File: config.mk
export PLATFORM = sky130hd
export DESIGN_NAME = router_port_reader
export DESIGN_NICKNAME = d
export VERILOG_FILES = /design/src/rtl/router_pkg.sv /design/src/rtl/router_skid_buf.sv /design/src/rtl/router_port_reader.sv
export SDC_FILE = /design/constraint.sdc
export NUM_CORES = 1
export LEC_CHECK = 0
export ABC_AREA = 1
export BUFFER_PORTS_ARGS = -buffer_cell sky130_fd_sc_hd__buf_2
export CAP_MARGIN = 15
export CORE_ASPECT_RATIO = 1.75
export CORE_MARGIN = 1.5
export CORE_UTILIZATION = 30
export DETAILED_ROUTE_END_ITERATION = 12
export GPL_TIMING_DRIVEN = 0
export PLACE_DENSITY = 0.47
export SLEW_MARGIN = 20
export SYNTH_ARGS = -nofsm -noshare
export SYNTH_HDL_FRONTEND = slang
export SYNTH_SLANG_ARGS = --single-unit
File: constraint.sdc
create_clock -name clk -period 1.6 [get_ports clk]
set_input_delay 0.32 -clock clk [delete_from_list [all_inputs] [get_ports clk]]
set_output_delay 0.32 -clock clk [all_outputs]
set_load 0.03 [all_outputs]
File: src/rtl/router_pkg.sv
// Shared definitions for the router port reader: header field layout,
// reader FSM encoding and the running parity helper.
package router_pkg;

   localparam int HDR_LEN_MSB = 7;
   localparam int HDR_LEN_LSB = 2;
   localparam int HDR_ADDR_W  = 2;
   localparam int HDR_LEN_W   = HDR_LEN_MSB - HDR_LEN_LSB + 1;

   typedef enum logic [1:0] {
      HDR = 2'd0,
      PAY = 2'd1,
      PAR = 2'd2
   } rd_state_e;

   // Packet parity is the XOR of header and payload bytes.
   function automatic logic [7:0] parity_acc(input logic [7:0] acc, input logic [7:0] b);
      return acc ^ b;
   endfunction

endpackage

File: src/rtl/router_skid_buf.sv
// Small synchronous FIFO with fall-through head: a push into an empty
// buffer is visible on head_data in the same cycle it is pushed.
module router_skid_buf #(
   parameter int DEPTH = 2,
   parameter int W     = 10,
   parameter int OCC_W = $clog2(DEPTH + 1)
) (
   input  logic             clk,
   input  logic             rst,
   input  logic             push,
   input  logic [W-1:0]     push_data,
   input  logic             pop,
   output logic             head_valid,
   output logic [W-1:0]     head_data,
   output logic [OCC_W-1:0] count
);

   localparam int PTR_W = (DEPTH > 1) ? $clog2(DEPTH) : 1;

   logic [W-1:0]     mem_q [DEPTH];
   logic [W-1:0]     mem_d [DEPTH];
   logic [PTR_W-1:0] wr_ptr_q, wr_ptr_d;
   logic [PTR_W-1:0] rd_ptr_q, rd_ptr_d;
   logic [OCC_W-1:0] cnt_q, cnt_d;
   logic             empty;
   logic             bypass;
   logic             do_write;
   logic             do_read;

   function automatic logic [PTR_W-1:0] ptr_inc(input logic [PTR_W-1:0] p);
      return (p == PTR_W'(DEPTH - 1)) ? '0 : p + PTR_W'(1);
   endfunction

   assign empty      = (cnt_q == '0);
   // Push and pop of the same byte into an empty buffer never touches storage.
   assign bypass     = empty && push && pop;
   assign do_write   = push && !bypass;
   assign do_read    = pop && !empty;
   assign head_valid = !empty || push;
   assign head_data  = empty ? push_data : mem_q[rd_ptr_q];
   assign count      = cnt_q;

   always_comb begin
      mem_d    = mem_q;
      wr_ptr_d = wr_ptr_q;
      rd_ptr_d = rd_ptr_q;
      cnt_d    = cnt_q + OCC_W'(do_write) - OCC_W'(do_read);
      if (do_write) begin
         mem_d[wr_ptr_q] = push_data;
         wr_ptr_d        = ptr_inc(wr_ptr_q);
      end
      if (do_read) begin
         rd_ptr_d = ptr_inc(rd_ptr_q);
      end
   end

   always_ff @(posedge clk) begin
      if (rst) begin
         for (int i = 0; i < DEPTH; i++) mem_q[i] <= '0;
         wr_ptr_q <= '0;
         rd_ptr_q <= '0;
         cnt_q    <= '0;
      end else begin
         mem_q    <= mem_d;
         wr_ptr_q <= wr_ptr_d;
         rd_ptr_q <= rd_ptr_d;
         cnt_q    <= cnt_d;
      end
   end

endmodule

File: src/rtl/router_port_reader.sv
// Drains one router output-port FIFO into a ready/valid byte stream with
// sop/eop markers, re-checks packet parity and reports per-packet status.
module router_port_reader
   import router_pkg::*;
#(
   parameter logic [HDR_ADDR_W-1:0] PORT_ADDR = 2'd0,
   parameter int                    BUF_DEPTH = 2,
   parameter int                    CNT_W     = 16
) (
   input  logic                  clk,
   input  logic                  rst,
   input  logic                  vld_out,
   input  logic [7:0]            d_out,
   output logic                  rd_enb,
   output logic [7:0]            m_data,
   output logic                  m_valid,
   input  logic                  m_ready,
   output logic                  m_sop,
   output logic                  m_eop,
   output logic                  stat_valid,
   output logic [HDR_LEN_W-1:0]  stat_len,
   output logic [HDR_ADDR_W-1:0] stat_addr,
   output logic                  stat_parity_err,
   output logic                  stat_addr_err,
   output logic [CNT_W-1:0]      pkt_count
);

   localparam int OCC_W = $clog2(BUF_DEPTH + 1);
   localparam int TAG_W = 10;

   // Read side and push-side packet tagging
   logic                 rd_inflight_q, rd_inflight_d;
   logic [OCC_W-1:0]     occ;
   logic [OCC_W:0]       reserved;
   logic                 push_hdr_q, push_hdr_d;
   logic [HDR_LEN_W:0]   push_rem_q, push_rem_d;
   logic                 tag_sop, tag_eop;
   logic                 head_valid;
   logic [TAG_W-1:0]     head_data;
   logic                 xfer;

   // Head-side parser
   rd_state_e            state_q, state_d;
   logic                 hdr_xfer, pay_xfer, par_xfer;
   logic [HDR_LEN_W-1:0] len_q, len_d;
   logic [HDR_ADDR_W-1:0] addr_q, addr_d;
   logic [7:0]           par_q, par_d;
   logic [HDR_LEN_W-1:0] rem_q, rem_d;
   logic                 stat_valid_q, stat_valid_d;
   logic [HDR_LEN_W-1:0] stat_len_q, stat_len_d;
   logic [HDR_ADDR_W-1:0] stat_addr_q, stat_addr_d;
   logic                 stat_perr_q, stat_perr_d;
   logic                 stat_aerr_q, stat_aerr_d;
   logic [CNT_W-1:0]     pkt_cnt_q, pkt_cnt_d;

   // Bytes already requested but not yet landed still count against space.
   assign reserved      = {1'b0, occ} + {{OCC_W{1'b0}}, rd_inflight_q};
   assign rd_enb        = vld_out && (reserved < (OCC_W + 1)'(BUF_DEPTH));
   assign rd_inflight_d = rd_enb;

   assign tag_sop = push_hdr_q;
   assign tag_eop = !push_hdr_q && (push_rem_q == (HDR_LEN_W + 1)'(1));

   always_comb begin
      push_hdr_d = push_hdr_q;
      push_rem_d = push_rem_q;
      if (rd_inflight_q) begin
         if (push_hdr_q) begin
            push_hdr_d = 1'b0;
            push_rem_d = {1'b0, d_out[HDR_LEN_MSB:HDR_LEN_LSB]} + (HDR_LEN_W + 1)'(1);
         end else begin
            push_rem_d = push_rem_q - (HDR_LEN_W + 1)'(1);
            push_hdr_d = (push_rem_q == (HDR_LEN_W + 1)'(1));
         end
      end
   end

   router_skid_buf #(
      .DEPTH (BUF_DEPTH),
      .W     (TAG_W),
      .OCC_W (OCC_W)
   ) u_buf (
      .clk        (clk),
      .rst        (rst),
      .push       (rd_inflight_q),
      .push_data  ({tag_sop, tag_eop, d_out}),
      .pop        (xfer),
      .head_valid (head_valid),
      .head_data  (head_data),
      .count      (occ)
   );

   assign m_valid = head_valid;
   assign m_data  = head_valid ? head_data[7:0] : 8'h00;
   assign m_sop   = head_valid && head_data[9];
   assign m_eop   = head_valid && head_data[8];
   assign xfer    = head_valid && m_ready;

   always_ff @(posedge clk) begin
      if (rst) state_q <= HDR;
      else     state_q <= state_d;
   end

   always_comb begin
      state_d = state_q;
      case (state_q)
         HDR: if (xfer) state_d = (m_data[HDR_LEN_MSB:HDR_LEN_LSB] != '0) ? PAY : PAR;
         PAY: if (xfer && rem_q == HDR_LEN_W'(1)) state_d = PAR;
         PAR: if (xfer) state_d = HDR;
         default: state_d = HDR;
      endcase
   end

   always_comb begin
      hdr_xfer = xfer && (state_q == HDR);
      pay_xfer = xfer && (state_q == PAY);
      par_xfer = xfer && (state_q == PAR);
   end

   always_comb begin
      len_d        = len_q;
      addr_d       = addr_q;
      par_d        = par_q;
      rem_d        = rem_q;
      stat_valid_d = 1'b0;
      stat_len_d   = stat_len_q;
      stat_addr_d  = stat_addr_q;
      stat_perr_d  = stat_perr_q;
      stat_aerr_d  = stat_aerr_q;
      pkt_cnt_d    = pkt_cnt_q;
      if (hdr_xfer) begin
         len_d  = m_data[HDR_LEN_MSB:HDR_LEN_LSB];
         addr_d = m_data[HDR_ADDR_W-1:0];
         par_d  = parity_acc(8'h00, m_data);
         rem_d  = m_data[HDR_LEN_MSB:HDR_LEN_LSB];
      end
      if (pay_xfer) begin
         par_d = parity_acc(par_q, m_data);
         rem_d = rem_q - HDR_LEN_W'(1);
      end
      if (par_xfer) begin
         stat_valid_d = 1'b1;
         stat_len_d   = len_q;
         stat_addr_d  = addr_q;
         stat_perr_d  = (par_q != m_data);
         stat_aerr_d  = (addr_q != PORT_ADDR);
         pkt_cnt_d    = pkt_cnt_q + CNT_W'(1);
      end
   end

   always_ff @(posedge clk) begin
      if (rst) begin
         rd_inflight_q <= 1'b0;
         push_hdr_q    <= 1'b1;
         push_rem_q    <= '0;
         len_q         <= '0;
         addr_q        <= '0;
         par_q         <= '0;
         rem_q         <= '0;
         stat_valid_q  <= 1'b0;
         stat_len_q    <= '0;
         stat_addr_q   <= '0;
         stat_perr_q   <= 1'b0;
         stat_aerr_q   <= 1'b0;
         pkt_cnt_q     <= '0;
      end else begin
         rd_inflight_q <= rd_inflight_d;
         push_hdr_q    <= push_hdr_d;
         push_rem_q    <= push_rem_d;
         len_q         <= len_d;
         addr_q        <= addr_d;
         par_q         <= par_d;
         rem_q         <= rem_d;
         stat_valid_q  <= stat_valid_d;
         stat_len_q    <= stat_len_d;
         stat_addr_q   <= stat_addr_d;
         stat_perr_q   <= stat_perr_d;
         stat_aerr_q   <= stat_aerr_d;
         pkt_cnt_q     <= pkt_cnt_d;
      end
   end

   assign stat_valid      = stat_valid_q;
   assign stat_len        = stat_len_q;
   assign stat_addr       = stat_addr_q;
   assign stat_parity_err = stat_perr_q;
   assign stat_addr_err   = stat_aerr_q;
   assign pkt_count       = pkt_cnt_q;

endmodule

==> flow_metrics.env, run 1 <==
export IMPL_num_vias=4043
export IMPL_p_per_area_mw_per_mm2=1130
export IMPL_crit_chain="nor2_4 > nand4_1 > o21ai_1 > buf_4"
export IMPL_ant_nets=0
export IMPL_root_buffer="clkbuf_16"
export IMPL_fin_crit_sh_pct=113
export IMPL_violations="setup timing"
export IMPL_crit_type="register to output pin"
export IMPL_first_global_vias=4048
export IMPL_synthCells=577
export IMPL_fp_row_count=56
export IMPL_gp_congestion=0.840
export IMPL_placed_area_mm2=0.00456
export IMPL_io_buffers=49
export IMPL_crit_slowest_cell="dfxtp_1"
export IMPL_clk_pin_slew_ns=0.06
export IMPL_setup_worst_path_end_class="output pin"
export IMPL_vias_per_cell=4.78
export IMPL_synth_area_mm2=0.00408
export IMPL_drive_above_1_share_pct=26.2
export IMPL_final_area_mm2=0.00555
export IMPL_synth_distinct_cells=37
export IMPL_yosys_warnings=0
export IMPL_setup_tns_ns=-2.21
export IMPL_synth_area_per_cell_um2=7.08
export IMPL_syn_num_nets=597
export IMPL_drt_iter0_drc=117
export IMPL_cp_arrival_ns=1.49
export IMPL_worst_ep_required_time_ns=1.28
export IMPL_r2r_cells=9
export IMPL_wl_per_cell_um=15.4
export IMPL_grt_overflow=0
export IMPL_ctsHoldBuffers=0
export IMPL_antenna_found_initial=0
export IMPL_cts_max_path_buffers=2
export IMPL_die_y_um=157
export IMPL_critPathBufInv=1
export IMPL_max_vdd_ir_drop_uv=671
export IMPL_dieWidth_um=91.2
export IMPL_grt_usage_pct=18.8
export IMPL_start_util_pct=30.7
export IMPL_hold_depth=3
export IMPL_cp_slowest_stage_delay_ns=0.36
export IMPL_cp_max_fo=5
export IMPL_min_path_type="input port to register"
export IMPL_hold_violations=0
export IMPL_cts_buffers=9
export IMPL_p_leak_uw=0.00249
export IMPL_maxSlewHeadroom_pct=50.4
export IMPL_die_area_mm2=0.0143
export IMPL_area_growth_pct=36.0
export IMPL_fmax_mhz=554
export IMPL_ys_seq_area_share_pct=41.2
export IMPL_grt_max_degree=15
export IMPL_antenna_cells=0
export IMPL_rsz0062_at_grt="true"
export IMPL_synth_seq_cells=84
export IMPL_start_kind="register"
export IMPL_worst_slack_ns=-0.206
export IMPL_path_depth=4
export IMPL_cap_violations=0
export IMPL_remaining_drc_errors=0
export IMPL_clock_sinks=84
export IMPL_grt_pass1_wl_um=20600
export IMPL_setup_viol_count_final=20
export IMPL_nets=687
export IMPL_dr_pass1_iters=4
export IMPL_tightest_slew_ns=0.743
export IMPL_core_area_mm2=0.0133
export IMPL_maxSlewViolCount=0
export IMPL_status="finished with violations"
export IMPL_hpwl_um=9560
export IMPL_clk_latency_ns=0.34
export IMPL_wl_um=13000
export IMPL_fin_skew_ns=0.00483
export IMPL_ios=51
export IMPL_crit_family="simple AND/OR/NAND/NOR gates"
export IMPL_htree_levels=3
export IMPL_cts_tree="built"
export IMPL_fin_crit_ns=1.81
[stage by stage]
| step | utilization [%] | hold slack, ns | worst slack, ns | total power, µW | cells |
|---|---|---|---|---|---|
| floorplan | - | 0.429 | -0.0361 | 3260 | 577 |
| global placement | 34.2 | 0.439 | -0.535 | 3620 | 800 |
| detailed placement | 34.2 | 0.444 | -0.546 | 3640 | 800 |
| CTS | 40.6 | 0.229 | -0.208 | 6230 | 842 |
| global route | 41.7 | 0.234 | -0.338 | 6580 | 846 |
| finish | 41.7 | 0.236 | -0.206 | 6270 | 846 |
[tightest hold or removal path, delay by kind of cell]
| family | cells | cell delay, ns |
|---|---|---|
| buf+inv | 2 | 0.16 |
| simple gates | 1 | 0.05 |
[what timing repair did]
item	4_1_cts	5_1_grt
endpoints found under the setup margin	54	70
setup buffers	24	3
gates resized for setup	100	32
pin swaps	20	5
gates cloned	2	1
[flip-flops by register name, summed over array words and instances (netlist names)]
signal,flops
len_q,6
pkt_count,16
stat_len,6
stat_valid,1
stat_addr_err,1
rem_q,6
u_buf.wr_ptr_q,1
stat_parity_err,1
u_buf.mem_q,20
state_q,2
par_q,8
u_buf.rd_ptr_q,1
stat_addr,2
push_hdr_q,1
addr_q,2
rd_inflight_q,1
push_rem_q,7
u_buf.count,2
[cells by family after synthesis]
kind of cell / count (synthesis) / synth area share [%]
AND/OR/NAND/NOR: 232 / 25.2
AO/OA/AOI/OAI: 146 / 19.5
buffers and inverters: 96 / 9.32
flip-flops: 84 / 41.2
XOR/XNOR: 11 / 2.36
adder cells (fa/ha/maj): 8 / 2.45
[cells in the final DEF, fill, tap and decap left out, types with 3 or more instances in the layout]
cell	netlist	layout
xnor2_1	4	4
nand3_4	0	4
nand2_1	120	107
nand2_4	3	12
buf_6	1	22
a21oi_1	59	56
a21oi_2	1	4
nor2_1	52	44
clkbuf_16	0	11
nand2_2	4	8
nor2_2	1	7
a211o_1	4	4
a31oi_1	5	5
dfxtp_1	84	78
inv_2	3	7
nor2_4	3	5
nand3_1	26	20
ha_1	8	7
o211ai_1	5	5
buf_2	7	38
clkbuf_1	12	9
inv_1	70	64
buf_4	1	22
o21ai_0	61	50
nand4_1	5	5
dfxtp_2	0	5
nand3b_1	5	5
xor2_1	7	4
xor2_2	0	3
o21ai_1	0	10
nor3_1	9	8
[power breakdown]
part / leakage, µW / total [µW] / internal, µW / switching, µW
Clock: 0.000149 / 2250 / 1370 / 878
Sequential: 0.000685 / 2380 / 2250 / 124
Combinational: 0.00165 / 1640 / 657 / 985
Total: 0.00249 / 6270 / 4280 / 1990
[routing by layer]
metal	share of wire [%]	vias to the layer above	routed length, µm	global-route usage (%)
met1	37	1875	4790	18.1
met3	3.2	28	415	3.33
met4	3.0	0	393	8.04
met2	57	78	7430	37.9
met5	0	-	0	0
li1	-	2062	-	-
[cells in the mapped netlist, drive strengths merged]
cell / number / share of area [%]
a211oi: 4 / 0.74
and3: 1 / 0.15
inv: 73 / 6.7
a21boi: 1 / 0.18
xnor2: 4 / 0.86
ha: 8 / 2.5
clkinv: 2 / 0.18
nand2: 127 / 12
xor2: 7 / 1.5
nand4: 5 / 0.77
o21ai: 62 / 7.7
nor2: 57 / 6.3
o21a: 2 / 0.37
clkbuf: 12 / 1.1
a211o: 4 / 0.86
nand3: 26 / 3.2
nand3b: 5 / 0.92
o22ai: 2 / 0.31
a31oi: 5 / 0.77
nor3: 9 / 1.1
o2bb2ai: 1 / 0.21
dfxtp: 84 / 41
buf: 9 / 1.3
a21oi: 60 / 7.4
o211ai: 5 / 0.92
nor3b: 1 / 0.18
nor4: 1 / 0.15
[final timing paths]
| path | from | to | slack, ns |
|---|---|---|---|
| max | push_rem_q[2]$_SDFFE_PP0P_ | m_eop | -0.21 |
| min | vld_out | rd_inflight_q$_SDFF_PP0_ | 0.24 |
| max reg2reg | u_buf.count[0]$_SDFF_PP0_ | u_buf.count[1]$_SDFF_PP0_ | -0.19 |
| min reg2reg | u_buf.mem_q[6]$_SDFFE_PP0P_ | u_buf.mem_q[6]$_SDFFE_PP0P_ | 0.45 |
[area by class of cell]
| type | count | area [µm²] |
|---|---|---|
| clock buffer | 10 | 229 |
| sequential | 84 | 1690 |
| inverter | 75 | 299 |
| buffer | 21 | 183 |
| fill | 1417 | 7760 |
| clock inverter | 6 | 88.8 |
| multi-input combinational | 397 | 2250 |
| tap | 174 | 218 |
| timing repair buffer | 79 | 594 |
Note: power is estimated with default switching activity, not from simulation.
==> inputs of run 2 (changes only) <==
--- a/config.mk
+++ b/config.mk
@@ -6,6 +6,7 @@
 export NUM_CORES = 1
 export LEC_CHECK = 0
 export ABC_AREA = 1
+export ABC_CLOCK_PERIOD_IN_PS = 1600
 export BUFFER_PORTS_ARGS = -buffer_cell sky130_fd_sc_hd__buf_2
 export CAP_MARGIN = 15
 export CORE_ASPECT_RATIO = 1.75
@@ -14,6 +15,7 @@
 export DETAILED_ROUTE_END_ITERATION = 12
 export GPL_TIMING_DRIVEN = 0
 export PLACE_DENSITY = 0.47
+export SKIP_CTS_REPAIR_TIMING = 1
 export SLEW_MARGIN = 20
 export SYNTH_ARGS = -nofsm -noshare
 export SYNTH_HDL_FRONTEND = slang
==> flow_metrics.env, run 2 (synthesis results as in run 1) <==
export IMPL_status="finished with violations"
export IMPL_violations="setup timing"
export IMPL_htree_levels=3
export IMPL_tightest_slew_ns=0.744
export IMPL_max_vdd_ir_drop_uv=672
export IMPL_worst_ep_required_time_ns=1.28
export IMPL_area_growth_pct=47.2
export IMPL_cts_max_path_buffers=2
export IMPL_die_y_um=157
export IMPL_p_per_area_mw_per_mm2=1100
export IMPL_final_cell_mix="nand2_1 (91), dfxtp_1 (78), inv_1 (65)"
export IMPL_final_cells=862
export IMPL_die_area_mm2=0.0143
export IMPL_wl_per_cell_um=16.1
export IMPL_cts_tree="built"
export IMPL_grt_max_degree=15
export IMPL_wl_um=13800
export IMPL_antenna_cells=0
export IMPL_setup_worst_path_end_class="output pin"
export IMPL_clock_sinks=84
export IMPL_top_register="u_buf.mem_q"
export IMPL_first_global_vias=3868
export IMPL_crit_slowest_cell="dfxtp_1"
export IMPL_fin_skew_ns=0.00547
export IMPL_hpwl_um=9560
export IMPL_dr_pass1_iters=5
export IMPL_ios=51
export IMPL_placed_area_mm2=0.00456
export IMPL_clk_pin_slew_ns=0.06
export IMPL_vias_per_cell=4.89
export IMPL_grt_overflow=0
export IMPL_rsz0062_at_grt="true"
export IMPL_drt_iter0_drc=160
export IMPL_start_kind="register"
export IMPL_io_buffers=49
export IMPL_min_path_type="input port to register"
export IMPL_setup_tns_ns=-7.14
export IMPL_fin_crit_sh_pct=117
export IMPL_worst_slack_ns=-0.275
export IMPL_p_leak_uw=0.00258
export IMPL_critPathBufInv=1
export IMPL_remaining_drc_errors=0
export IMPL_cp_slowest_stage_delay_ns=0.36
export IMPL_crit_family="simple AND/OR/NAND/NOR gates"
export IMPL_cp_arrival_ns=1.55
export IMPL_grt_usage_pct=18.0
export IMPL_core_area_mm2=0.0133
export IMPL_cp_max_fo=5
export IMPL_maxSlewViolCount=0
export IMPL_drive_above_1_share_pct=32.8
export IMPL_maxSlewHeadroom_pct=50.4
export IMPL_fmax_mhz=533
export IMPL_fill_cells=1379
export IMPL_cap_violations=0
export IMPL_largest_reg_flops=20
export IMPL_num_vias=4211
export IMPL_nets=703
export IMPL_ant_nets=0
export IMPL_fin_crit_ns=1.87
export IMPL_fp_row_count=56
export IMPL_cts_buffers=9
export IMPL_crit_chain="nor2_4 > nand4_1 > o21ai_1 > buf_4"
export IMPL_clk_latency_ns=0.34
export IMPL_hold_violations=0
export IMPL_antenna_found_initial=0
export IMPL_final_area_mm2=0.00601
export IMPL_gp_congestion=0.840
export IMPL_root_buffer="clkbuf_16"
export IMPL_setup_viol_count_final=52
export IMPL_final_common_cell="nand2_1"
export IMPL_start_util_pct=30.7
export IMPL_dieWidth_um=91.2
export IMPL_crit_type="register to output pin"
export IMPL_place_inst=800
export IMPL_grt_pass1_wl_um=19800
[run 2: changes by cell type in the layout (fill, tap and decap cells not counted), moves of 6 or more]
cell | previous run | this run
nand2_1 | 107 | 91
a21oi_1 | 56 | 44
a21oi_2 | 4 | 15
buf_4 | 22 | 32
o21ai_0 | 50 | 42
nand2_2 | 8 | 15
nand2_4 | 12 | 18
nor2_4 | 5 | 11
o21ai_1 | 10 | 16
[run 2: path summary, 6_finish.rpt]
check                              start                           to  slack (ns)  cells past startpoint
max           push_rem_q[2]$_SDFFE_PP0P_                        m_eop       -0.27                      4
min                              vld_out     rd_inflight_q$_SDFF_PP0_        0.24                      3
max reg2reg    u_buf.count[1]$_SDFF_PP0_        par_q[0]$_SDFFE_PP0P_       -0.25                     11
min reg2reg  u_buf.mem_q[1]$_SDFFE_PP0P_  u_buf.mem_q[1]$_SDFFE_PP0P_        0.45                      2
[run 2: per-stage QoR]
step                      setup WS [ns]  util, %  power, µW  hold slack [ns]
after CTS                        -0.717     36.6       5900            0.239
after floorplan                 -0.0361        -       3260            0.429
after global routing             -0.372     45.1       6940            0.236
after detailed placement         -0.546     34.2       3640            0.444
final                            -0.275     45.1       6640            0.236
after global placement           -0.535     34.2       3620            0.439
[run 2: worst min-delay path, delay by kind of cell]
family / cells / cell delay, ns
buffers and inverters: 2 / 0.16
and+or+nand+nor: 1 / 0.05
[run 2: final cells by class]
type,count,area [µm²],share of cell area (%)
tap,174,218,3.62
multi-input combinational,398,2500,41.6
buffer,21,163,2.71
timing repair buffer,92,785,13.1
clock buffer,10,229,3.81
clock inverter,6,88.8,1.48
inverter,75,317,5.27
sequential,84,1700,28.2
timing repair inverter,2,15.0,0.250
[run 2: report_power, final]
group / total (µW) / switching (µW) / internal [µW]
clock: 2260 / 894 / 1370
sequential: 2390 / 132 / 2250
combinational: 1990 / 1160 / 833
total: 6640 / 2180 / 4460
[run 2: layer usage]
metal  global-route usage [%]  wire [µm]  vias up
met1                     17.9       5010     1991
met3                     3.29        522       23
li1                         -          -     2098
met5                        0          0        -
met2                     35.5       7980       99
met4                     7.66        331        0
==> inputs of run 3 (changes only) <==
--- a/config.mk
+++ b/config.mk
@@ -12,6 +12,7 @@
 export CORE_ASPECT_RATIO = 1.75
 export CORE_MARGIN = 1.5
 export CORE_UTILIZATION = 30
+export CTS_BUF_LIST = sky130_fd_sc_hd__clkbuf_16
 export DETAILED_ROUTE_END_ITERATION = 12
 export GPL_TIMING_DRIVEN = 0
 export PLACE_DENSITY = 0.47
==> flow_metrics.env, run 3 (synthesis results as in run 1) <==
export IMPL_status="finished with violations"
export IMPL_violations="setup timing"
export IMPL_area_growth_pct=47.2
export IMPL_crit_type="register to output pin"
export IMPL_cts_max_path_buffers=2
export IMPL_largest_reg_flops=20
export IMPL_clk_latency_ns=0.34
export IMPL_crit_slowest_cell="dfxtp_1"
export IMPL_dieWidth_um=91.2
export IMPL_drt_iter0_drc=160
export IMPL_root_buffer="clkbuf_16"
export IMPL_setup_worst_path_end_class="output pin"
export IMPL_cp_arrival_ns=1.55
export IMPL_setup_viol_count_final=52
export IMPL_crit_family="simple AND/OR/NAND/NOR gates"
export IMPL_final_cell_mix="nand2_1 (91), dfxtp_1 (78), inv_1 (66)"
export IMPL_clock_sinks=84
export IMPL_antenna_found_initial=0
export IMPL_worst_ep_required_time_ns=1.28
export IMPL_cp_startpoint="push_rem_q[2]$_SDFFE_PP0P_"
export IMPL_grt_usage_pct=18.0
export IMPL_cap_violations=0
export IMPL_p_leak_uw=0.00259
export IMPL_final_area_mm2=0.00601
export IMPL_fin_crit_ns=1.87
export IMPL_rsz0062_at_grt="true"
export IMPL_grt_max_degree=15
export IMPL_holdWs_ns=0.236
export IMPL_gp_congestion=0.840
export IMPL_max_vdd_ir_drop_uv=672
export IMPL_critPathBufInv=1
export IMPL_min_path_type="input port to register"
export IMPL_first_global_vias=3868
export IMPL_antenna_cells=0
export IMPL_drive_above_1_share_pct=32.8
export IMPL_multiInputGateArea_mm2=0.00250
export IMPL_remaining_drc_errors=0
export IMPL_wl_per_cell_um=16.1
export IMPL_p_per_area_mw_per_mm2=1100
export IMPL_start_util_pct=30.7
export IMPL_fill_cells=1379
export IMPL_maxSlewHeadroom_pct=50.4
export IMPL_fin_crit_sh_pct=117
export IMPL_grt_pass1_wl_um=19800
export IMPL_ios=51
export IMPL_fin_skew_ns=0.00547
export IMPL_path_depth=4
export IMPL_nets=703
export IMPL_grt_overflow=0
export IMPL_ant_nets=0
export IMPL_num_vias=4211
export IMPL_r2r_cells=11
export IMPL_fmax_mhz=533
export IMPL_top_register="u_buf.mem_q"
export IMPL_r2r_start="u_buf.count[1]$_SDFF_PP0_"
export IMPL_finalPower_uw=6630
export IMPL_dr_pass1_iters=5
export IMPL_crit_chain="nor2_4 > nand4_1 > o21ai_1 > buf_4"
export IMPL_clk_pin_slew_ns=0.06
export IMPL_cp_slowest_stage_delay_ns=0.36
export IMPL_hpwl_um=9560
export IMPL_die_area_mm2=0.0143
export IMPL_maxSlewViolCount=0
export IMPL_io_buffers=49
export IMPL_crit_path_end="m_eop"
export IMPL_start_kind="register"
export IMPL_cts_buffers=9
export IMPL_vias_per_cell=4.89
export IMPL_r2r_end="par_q[0]$_SDFFE_PP0P_"
export IMPL_final_common_cell="nand2_1"
export IMPL_htree_levels=3
export IMPL_rrSetupSlack_ns=-0.25
export IMPL_cts_tree="built"
export IMPL_hold_violations=0
export IMPL_die_y_um=157
export IMPL_seq_area_mm2=0.00170
export IMPL_placed_area_mm2=0.00456
export IMPL_pre_cts_slack_ns=-0.546
export IMPL_wl_um=13800
export IMPL_core_area_mm2=0.0133
export IMPL_worst_slack_ns=-0.275
export IMPL_cp_max_fo=5
export IMPL_tightest_slew_ns=0.744
export IMPL_fp_row_count=56
run 3: cell types whose count changed in the layout (fill, tap and decap cells not counted):
| cell | previous run | this run |
|---|---|---|
| clkbuf_1 | 9 | 8 |
| inv_1 | 65 | 66 |
run 3: final cells by class:
class	count	share of cell area [%]
repair inverters	2	0.250
clock buffers	9	3.75
clock inverters	7	1.54
inverters	75	5.27
flip-flops and latches	84	28.2
well taps	174	3.62
multi-input cells	398	41.6
plain buffers	21	2.71
repair buffers	92	13.1
run 3: where the power goes:
part           leakage, µW  internal, µW  switching, µW
clock network     0.000153          1360            895
registers         0.000686          2250            132
logic              0.00175           833           1160
run 3: metal layers:
layer	vias to the layer above	wire (µm)	track usage, %
li1	2098	-	-
met1	1991	5010	17.9
met2	99	7980	35.5
met3	23	522	3.29
met4	0	331	7.66
met5	-	0	0
run 3: stage by stage:
stage | setup TNS, ns | instances | util [%]
CTS | -11.17 | 816 | 36.6
floorplan | -0.0361 | 577 | -
finish | -7.14 | 862 | 45.1
detailed placement | -12.37 | 800 | 34.2
global placement | -11.32 | 800 | 34.2
global route | -11.65 | 862 | 45.1
run 3: worst reg2reg max path: stages (launching register included):
cell and delay, ns:
dfxtp_4 0.36, nor2_4 0.25, nand2_4 0.09, nand2_4 0.10, buf_12 0.12, buf_6 0.10, nor2_4 0.05, buf_12 0.14
nand2_8 0.10, clkinvlp_4 0.20, nand2_2 0.13, a31oi_1 0.08
run 3: worst min path at each step:
stage	cells past startpoint	start	slack, ns	endpoint
2_1_floorplan	2	u_buf.mem_q[0]$_SDFFE_PP0P_	0.43	u_buf.mem_q[0]$_SDFFE_PP0P_
3_3_place_gp	2	u_buf.mem_q[6]$_SDFFE_PP0P_	0.44	u_buf.mem_q[6]$_SDFFE_PP0P_
3_5_place_dp	2	u_buf.mem_q[7]$_SDFFE_PP0P_	0.44	u_buf.mem_q[7]$_SDFFE_PP0P_
4_1_cts	3	vld_out	0.24	rd_inflight_q$_SDFF_PP0_
5_1_grt	3	vld_out	0.24	rd_inflight_q$_SDFF_PP0_
6_report	3	vld_out	0.24	rd_inflight_q$_SDFF_PP0_
